===== src/rtl/mem_bipo_rd_ctrl_pkg.sv =====
// Shared definitions for the prediction-buffer read and write controllers.
// Holds the block size codes, the coordinate/index widths and the helpers
// that map a block size to its read count and line-index step.
package mem_bipo_rd_ctrl_pkg;

  localparam int unsigned IDX_W = 5;  // line index within a block (32 reads max)
  localparam int unsigned POS_W = 4;  // x/y coordinate in 4x4 units
  localparam int unsigned NUM_W = 6;  // holds a read count up to 32

  // Block size codes (enc_defines-compatible)
  localparam logic [1:0] I_4x4   = 2'b00;
  localparam logic [1:0] I_8x8   = 2'b01;
  localparam logic [1:0] I_16x16 = 2'b10;
  localparam logic [1:0] I_32x32 = 2'b11;

  // Number of 32-pixel buffer reads needed for one block
  function automatic logic [NUM_W-1:0] num_reads(input logic [1:0] size);
    case (size)
      I_4x4:   num_reads = NUM_W'(1);
      I_8x8:   num_reads = NUM_W'(2);
      I_16x16: num_reads = NUM_W'(8);
      default: num_reads = NUM_W'(32);
    endcase
  endfunction

  // Left shift turning the read counter into a buffer line index
  function automatic logic [1:0] idx_shift(input logic [1:0] size);
    case (size)
      I_8x8:   idx_shift = 2'd2;
      I_16x16: idx_shift = 2'd1;
      default: idx_shift = 2'd0;
    endcase
  endfunction

endpackage


===== src/rtl/mem_bipo_rd_ctrl_if.sv =====
// Command/read-port bundle of the prediction-buffer read sequencer.
//   master : consumer side (drives start/size/x/y/out_rdy, sees status/read port)
//   slave  : sequencer side
// Signals:
//   start_i, size_i, x_i, y_i   block read command
//   out_rdy_i                   consumer accepts a word one cycle after ren_o
//   busy_o                      block in progress
//   ren_o, rsize_o, r4x4_x_o, r4x4_y_o, ridx_o   buffer read command
//   rvalid_o, rlast_o, done_o   read data qualifiers, aligned with buffer rdata
interface mem_bipo_rd_ctrl_if;
  import mem_bipo_rd_ctrl_pkg::*;

  logic             start_i;
  logic [1:0]       size_i;
  logic [POS_W-1:0] x_i;
  logic [POS_W-1:0] y_i;
  logic             out_rdy_i;
  logic             busy_o;
  logic             ren_o;
  logic [1:0]       rsize_o;
  logic [POS_W-1:0] r4x4_x_o;
  logic [POS_W-1:0] r4x4_y_o;
  logic [IDX_W-1:0] ridx_o;
  logic             rvalid_o;
  logic             rlast_o;
  logic             done_o;

  modport master (
    output start_i, size_i, x_i, y_i, out_rdy_i,
    input  busy_o, ren_o, rsize_o, r4x4_x_o, r4x4_y_o, ridx_o,
           rvalid_o, rlast_o, done_o
  );

  modport slave (
    input  start_i, size_i, x_i, y_i, out_rdy_i,
    output busy_o, ren_o, rsize_o, r4x4_x_o, r4x4_y_o, ridx_o,
           rvalid_o, rlast_o, done_o
  );

endinterface


===== src/rtl/mem_bipo_rd_ctrl.sv =====
// Read sequencer for the 4x4-block-in / parallel-line-out prediction buffer.
// On start it issues every buffer read for one square block (4x4..32x32),
// stalling on consumer backpressure, and produces rvalid/rlast/done one
// cycle later, aligned with the buffer read data.
// Ports:
//   clk  clock
//   rst  synchronous active-high reset
//   bus  command/read-port bundle (slave side)
module mem_bipo_rd_ctrl
  import mem_bipo_rd_ctrl_pkg::*;
(
  input  logic              clk,
  input  logic              rst,
  mem_bipo_rd_ctrl_if.slave bus
);

  typedef enum logic [1:0] {
    S_IDLE = 2'd0,
    S_RD   = 2'd1,
    S_LAST = 2'd2
  } state_e;

  state_e           state_q, state_d;
  logic [IDX_W-1:0] cnt_q, cnt_d;
  logic [1:0]       size_q, size_d;
  logic [POS_W-1:0] x_q, x_d;
  logic [POS_W-1:0] y_q, y_d;
  logic             rvalid_q, rvalid_d;
  logic             rlast_q, rlast_d;

  logic             ren_c;
  logic             last_rd_c;

  // A read goes out only while sequencing and the consumer promises to take it
  assign ren_c     = (state_q == S_RD) && bus.out_rdy_i;
  assign last_rd_c = (cnt_q == IDX_W'(num_reads(size_q) - NUM_W'(1)));

  // State, counter, latched command and output pipeline registers
  always_ff @(posedge clk) begin
    if (rst) begin
      state_q  <= S_IDLE;
      cnt_q    <= '0;
      size_q   <= '0;
      x_q      <= '0;
      y_q      <= '0;
      rvalid_q <= 1'b0;
      rlast_q  <= 1'b0;
    end else begin
      state_q  <= state_d;
      cnt_q    <= cnt_d;
      size_q   <= size_d;
      x_q      <= x_d;
      y_q      <= y_d;
      rvalid_q <= rvalid_d;
      rlast_q  <= rlast_d;
    end
  end

  // Next-state, counter and command-latch logic
  always_comb begin
    state_d  = state_q;
    cnt_d    = cnt_q;
    size_d   = size_q;
    x_d      = x_q;
    y_d      = y_q;
    rvalid_d = ren_c;                // one-cycle buffer read latency
    rlast_d  = ren_c && last_rd_c;

    case (state_q)
      S_IDLE: begin
        if (bus.start_i) begin
          size_d  = bus.size_i;
          x_d     = bus.x_i;
          y_d     = bus.y_i;
          cnt_d   = '0;
          state_d = S_RD;
        end
      end
      S_RD: begin
        if (ren_c) begin
          if (last_rd_c) begin
            state_d = S_LAST;
          end else begin
            cnt_d = cnt_q + IDX_W'(1);
          end
        end
      end
      S_LAST: begin
        // final word is on the buffer output this cycle; start is ignored
        state_d = S_IDLE;
      end
      default: begin
        state_d = S_IDLE;
      end
    endcase
  end

  assign bus.busy_o   = (state_q != S_IDLE);
  assign bus.ren_o    = ren_c;
  assign bus.rsize_o  = size_q;
  assign bus.r4x4_x_o = x_q;
  assign bus.r4x4_y_o = y_q;
  // 4x4 blocks fit in one line, so the index is pinned to 0
  assign bus.ridx_o   = (size_q == I_4x4) ? '0 : (cnt_q << idx_shift(size_q));
  assign bus.rvalid_o = rvalid_q;
  assign bus.rlast_o  = rlast_q;
  assign bus.done_o   = rvalid_q && rlast_q;

endmodule

===== src/flat_wrapper.sv =====
// flat-port wrapper written by rule: the top's interface ports become plain ports
module mem_bipo_rd_ctrl_flat import mem_bipo_rd_ctrl_pkg::*;
  (clk, rst, bus_start_i, bus_size_i, bus_x_i, bus_y_i, bus_out_rdy_i, bus_busy_o, bus_ren_o, bus_rsize_o, bus_r4x4_x_o, bus_r4x4_y_o, bus_ridx_o, bus_rvalid_o, bus_rlast_o, bus_done_o);
  mem_bipo_rd_ctrl_if bus_i ();
  input  logic clk;
  input  logic rst;
  input wire logic [$bits(bus_i.start_i)-1:0] bus_start_i;
  input wire logic [$bits(bus_i.size_i)-1:0] bus_size_i;
  input wire logic [$bits(bus_i.x_i)-1:0] bus_x_i;
  input wire logic [$bits(bus_i.y_i)-1:0] bus_y_i;
  input wire logic [$bits(bus_i.out_rdy_i)-1:0] bus_out_rdy_i;
  output wire logic [$bits(bus_i.busy_o)-1:0] bus_busy_o;
  output wire logic [$bits(bus_i.ren_o)-1:0] bus_ren_o;
  output wire logic [$bits(bus_i.rsize_o)-1:0] bus_rsize_o;
  output wire logic [$bits(bus_i.r4x4_x_o)-1:0] bus_r4x4_x_o;
  output wire logic [$bits(bus_i.r4x4_y_o)-1:0] bus_r4x4_y_o;
  output wire logic [$bits(bus_i.ridx_o)-1:0] bus_ridx_o;
  output wire logic [$bits(bus_i.rvalid_o)-1:0] bus_rvalid_o;
  output wire logic [$bits(bus_i.rlast_o)-1:0] bus_rlast_o;
  output wire logic [$bits(bus_i.done_o)-1:0] bus_done_o;
  assign bus_i.start_i = bus_start_i;
  assign bus_i.size_i = bus_size_i;
  assign bus_i.x_i = bus_x_i;
  assign bus_i.y_i = bus_y_i;
  assign bus_i.out_rdy_i = bus_out_rdy_i;
  assign bus_busy_o = bus_i.busy_o;
  assign bus_ren_o = bus_i.ren_o;
  assign bus_rsize_o = bus_i.rsize_o;
  assign bus_r4x4_x_o = bus_i.r4x4_x_o;
  assign bus_r4x4_y_o = bus_i.r4x4_y_o;
  assign bus_ridx_o = bus_i.ridx_o;
  assign bus_rvalid_o = bus_i.rvalid_o;
  assign bus_rlast_o = bus_i.rlast_o;
  assign bus_done_o = bus_i.done_o;
  mem_bipo_rd_ctrl u_core (.clk(clk), .rst(rst), .bus(bus_i));
endmodule

===== config.mk =====
export PLATFORM = sky130hd
export DESIGN_NAME = mem_bipo_rd_ctrl_flat
export DESIGN_NICKNAME = d
export VERILOG_FILES = /design/src/rtl/mem_bipo_rd_ctrl_pkg.sv /design/src/rtl/mem_bipo_rd_ctrl_if.sv /design/src/rtl/mem_bipo_rd_ctrl.sv /design/src/flat_wrapper.sv
export SDC_FILE = /design/constraint.sdc
export NUM_CORES = 1
export LEC_CHECK = 0
export BUFFER_PORTS_ARGS = -buffer_cell sky130_fd_sc_hd__buf_4
export CORE_MARGIN = 4
export CORE_UTILIZATION = 43
export CTS_CLUSTER_SIZE = 40
export DETAILED_ROUTE_END_ITERATION = 8
export MAX_ROUTING_LAYER = met4
export PLACE_DENSITY = 0.73
export SLEW_MARGIN = 10
export SYNTH_ARGS = -nofsm -noshare
export SYNTH_HDL_FRONTEND = slang
export SYNTH_SLANG_ARGS = --single-unit

===== constraint.sdc =====
create_clock -name clk -period 1.9 [get_ports clk]
set_input_delay 0.095 -clock clk [delete_from_list [all_inputs] [get_ports clk]]
set_output_delay 0.095 -clock clk [all_outputs]
set_load 0.02 [all_outputs]

Word level (Yosys, flattened, before mapping) --
Cells that the tools add are included.
Storage, ports and cells: register bits 19
Operators by class: add/sub/neg operators 2, equality and inequality tests 8, shifts and indexed selects 1, multiplexer cells 11, reduce and logical (&&, ||, !) cells 10
Operator list (count):
- $mux W5 | 4
- $pmux W4 S3 | 1
- $pmux W5 S2 | 1
- $pmux W2 S2 | 2
- $mux W2 | 3
- $add A5 B1 Y5 const B | 1
- $eq A5 B5 Y1 | 1
- $shl A5 B2 Y5 | 1
- $sub A5 B1 Y5 const B | 1
- $eq A2 B1 Y1 const B | 2
- $logic_not A2 Y1 | 2
- $ne A2 B1 Y1 const B | 2
- $ne A2 B2 Y1 const B | 2
- $reduce_and A4 Y1 | 1
- $reduce_bool A2 Y1 | 2
- $logic_and A1 B1 Y1 | 3
- $reduce_and A3 Y1 | 1
- $eq A2 B2 Y1 const B | 1
- $reduce_and A2 Y1 | 1

Depth between registers and ports, before layout --
depth after elaboration 7, mapped depth 10, depth with buffers taken out 8

Least setup slack after synthesis --
No wires, ideal clock.
path type register to register, start register u_core.size_q[1] (netlist: u_core.bus.rsize_o[1]), end register u_core.cnt_q[0], setup time 0.070 ns, data arrival time 1.954 ns, setup slack -0.125 ns, cell stages (with the launch flop) 10, buffers on the path 2, cells stage by stage dfxtp_1 > buf_4 > or2_2 > ha_1 > xnor2_1 > nor2_1 > o21a_1 > buf_6 > or3_1 > a21oi_1
On the way: longest elaborated chain between the ends 6, elaborated cells on any way between the ends 8, classes of those cells add/sub (1); eq/ne (4); mux (1); reduce/logical (2)
RTL lines:
- start, declared | line mem_bipo_rd_ctrl.sv:25 | logic [1:0] size_q, size_d;
- start signal, assigned | line mem_bipo_rd_ctrl.sv:51 | size_q <= size_d;
- $eq A2 B2 Y1, or another cell as far along | line mem_bipo_rd_ctrl_pkg.sv:18 | case (size)
- $pmux W4 S3 (*) | line mem_bipo_rd_ctrl_pkg.sv:18
- $sub A5 B1 Y5 (*) | line mem_bipo_rd_ctrl.sv:36 | assign last_rd_c = (cnt_q == IDX_W'(num_reads(size_q) - NUM_W'(1)));
- $eq A5 B5 Y1 (*) | line mem_bipo_rd_ctrl.sv:36
- $ne A2 B2 Y1 (no line) (*)
- $reduce_and A4 Y1 (no line) (*)
- end signal, assigned | line mem_bipo_rd_ctrl.sv:50 | cnt_q <= cnt_d;
- end, declared | line mem_bipo_rd_ctrl.sv:24 | logic [IDX_W-1:0] cnt_q, cnt_d;
Every way passes the cells marked *; elsewhere a longest branch is shown, timed or not. A chain may end at the register's enable or synchronous reset.

Worst setup path after layout --
start register u_core.size_q[1] (netlist: u_core.bus.rsize_o[1]), end register u_core.cnt_q[3]
The elaborated chain is that of the path after synthesis.

==> results.cfg <==
[critical_path]
cpMaxStageDelayCell = or4_1
end_kind = flip-flop
crit_arrival_ps = 2020
crit_fanout = 7
worst-path-buf-inv = 1
required_ps = 2110
worst_path_largest_cell_delay_ps = 400
critPathLaunchType = flip-flop
crit_type = reg -> reg
crit_chain = and2b_2 > inv_2 > ha_4 > xnor2_1 > nor2_1 > o21a_2 > or4_1 > o31ai_1
cpLargestDelayFamily = simple AND/OR/NAND/NOR gates

[sta]
hold_viol = 0
min_period_ps = 1810
fmax_mhz = 552
slew_viol_final = 0
fin_crit_sh_pct = 95.3
hold-worst-slack_ps = 17.4
worstMarginPinSlew_ps = 497
relSlewSlack_pct = 66.9
clock_skew_ps = 3.22
setup_viol = 0
rsz0062_at_grt = no

[die]
die_h_um = 55.1
rows = 16
io_pins = 34
core_area_sq_um = 2040
die_w_um = 55.1
start_util_pct = 46.7
die_area_sq_um = 3030

[grt]
antenna_found_initial = 0
grt_pass1_vias = 821
grtUsageTotal_pct = 16.5
grt_pass1_wl_mm = 3.59
grt_max_degree = 20
overflow = 0

[job]
max-cap-violations = 0

[synthesis]
synth_compound_area_share_pct = 19.6
synth-simple-area-share_pct = 23.6
syn_area_per_cell_sq_um = 8.36
seq_area_frac_synth_pct = 39.9
syn_area_sq_um = 953
synthXorXnorAreaFrac_pct = 2.76
synth_top_family_by_area = simple AND/OR/NAND/NOR gates
ys_types = 38
syn_nets = 130
synthAdderAreaFrac_pct = 2.62
synthMuxAreaShare_pct = 4.59
synthCells = 114
yosysWarnings = 0
ys_seq_elements = 19

[clock_network]
path_clk_slew_ps = 110
cts_hold_buf = 0
cts_root_buffer = clkbuf_4
htree_num_levels = 1
clk_latency_ps = 290
cts_sinks = 19
tritoncts = built
cts-buffers-inserted = 3
clk_path_buf_depth = 2

[detailed_routing]
routedWlPerCell_um = 13.1
firstDrtPassIters = 4
first_iter_violations = 14
totalWireLength_mm = 2.25
avgViaCountPerCell = 5.15
num_vias = 886
ant_nets = 0
drcViolationCount = 0

[cells_and_area]
syn_to_final_growth_pct = 31.2
seq_area_sq_um = 385
diodes = 0
final_area_sq_um = 1250
nets = 162
multi_input_area_sq_um = 524
drive_gt1_share_pct = 35.9
fillers = 201

[place]
place.gp.congestion = 0.809
post_dp_cell_area_sq_um = 1210
detailed_place_hpwl_mm = 1.61
io_buffers = 33

[power]
p_leak_uw = 0.000563
peakVddDrop_uv = 396
power.density_nw_per_um2 = 679

[run_status]
status = finished, final reports clean

[worst_hold_path]
min_path_type = in -> reg
[sequential cells by signal, indices dropped and copies added, names as in the netlist]
register,flops
u_core.state_q,2
u_core.bus.r4x4_y_o,4
u_core.bus.rlast_o,1
u_core.cnt_q,5
u_core.bus.r4x4_x_o,4
u_core.bus.rsize_o,2
u_core.bus.rvalid_o,1
[report_power, final]
part | internal, uW | switching [uW] | total (uW)
clock network | 81.5 | 121 | 203
registers | 419 | 18.2 | 437
logic | 95.2 | 114 | 210
[cells in the final DEF, fill, tap and decap left out, types with 2 or more instances in the layout]
cell type  instances
nor2_1             4
clkbuf_4           3
o211ai_1           2
a21oi_1           12
buf_4             36
inv_1              2
o21ai_0            2
nor3b_1            2
mux2_2             3
nand4_1            2
xor2_1             2
a22o_1             3
nand2_1           24
and2_1             4
dfxtp_1           17
[synthesized netlist by cell type]
master | instances | share of area [%]
nand2_1 | 24 | 9.4
dfxtp_1 | 19 | 40
a21oi_1 | 12 | 6.3
and2_1 | 4 | 2.6
clkbuf_1 | 4 | 1.6
nor2_1 | 4 | 1.6
a22o_1 | 3 | 2.8
inv_1 | 3 | 1.2
mux2_2 | 3 | 3.5
buf_2 | 2 | 1.0
buf_6 | 2 | 2.4
ha_1 | 2 | 2.6
nand4_1 | 2 | 1.3
nor3b_1 | 2 | 1.6
o211ai_1 | 2 | 1.6
o21ai_0 | 2 | 1.0
or2_2 | 2 | 1.3
xor2_1 | 2 | 1.8
a21o_1 | 1 | 0.79
a22oi_1 | 1 | 0.79
a311oi_1 | 1 | 0.92
a32o_2 | 1 | 1.2
a32oi_1 | 1 | 0.92
and2b_1 | 1 | 0.79
and3_4 | 1 | 1.2
buf_4 | 1 | 0.79
mux2i_1 | 1 | 1.0
nand3_1 | 1 | 0.52
nor2b_1 | 1 | 0.66
nor3_1 | 1 | 0.52
nor4_1 | 1 | 0.66
o21a_1 | 1 | 0.79
o21bai_1 | 1 | 0.79
o31ai_1 | 1 | 0.79
o41ai_1 | 1 | 0.92
or3_1 | 1 | 0.66
or4_1 | 1 | 0.79
xnor2_1 | 1 | 0.92
[layout make-up]
class	count	area share [%]
Multi-Input combinational cell	83	41.9
Timing Repair Buffer	36	21.6
Sequential cell	19	30.8
Clock buffer	4	2.10
Inverter	3	0.900
Tap cell	27	2.70
[worst reg2reg max path, cell delays in order (launching register included)]
cell and delay, ps:
dfxtp_4 380, and2b_2 260, inv_2 50, ha_4 230
xnor2_1 130, nor2_1 70, o21a_2 160, or4_1 400
o31ai_1 70
[cell families (layout without fill, tap and decap cells)]
kind of cell    after synthesis  after routing
xor+xnor                      3              3
simple gates                 46             46
compound gates               28             28
fa+ha+maj                     2              2
flops                        19             19
buf+inv                      12             43
mux                           4              4
[worst paths after layout]
kind	depth (start not counted)	from	end	slack [ps]
worst max-delay path	8	u_core.bus.rsize_o[1]$_SDFFE_PP0P_	u_core.cnt_q[3]$_SDFFE_PP0P_	90
worst min-delay path	2	bus_out_rdy_i	u_core.state_q[0]$_SDFFE_PP0P_	20
worst max register to register	8	u_core.bus.rsize_o[1]$_SDFFE_PP0P_	u_core.cnt_q[3]$_SDFFE_PP0P_	90
worst min register to register	2	u_core.bus.r4x4_y_o[3]$_SDFFE_PP0P_	u_core.bus.r4x4_y_o[3]$_SDFFE_PP0P_	460
[metrics by stage]
| step | setup WS (ps) | util, % | power, uW | std cells | TNS (ps) |
|---|---|---|---|---|---|
| finish | 88.8 | 61.3 | 849 | 172 | 0 |
| global placement | 101 | 59.5 | 645 | 167 | 0 |
| CTS | 28.8 | 60.8 | 849 | 171 | 0 |
| floorplan | -5.70 | - | 583 | 114 | -5.70 |
| global route | 20.3 | 61.3 | 891 | 172 | 0 |
| detailed placement | 54.0 | 59.5 | 652 | 167 | 0 |
[layer usage]
| layer | wire, um | GRT usage (%) | vias to the layer above |
|---|---|---|---|
| met3 | 85 | 3.22 | 2 |
| met1 | 1020 | 20.1 | 408 |
| li1 | - | - | 461 |
| met2 | 1140 | 28.1 | 15 |
| met4 | 9 | 3.64 | 0 |
| met5 | 0 | - | - |
[what timing repair did]
item,CTS,global route
buffers inserted,0,1
gates resized for setup,0,2
setup endpoints to repair,0,8
No activity file was read; power rests on OpenSTA's default activity.
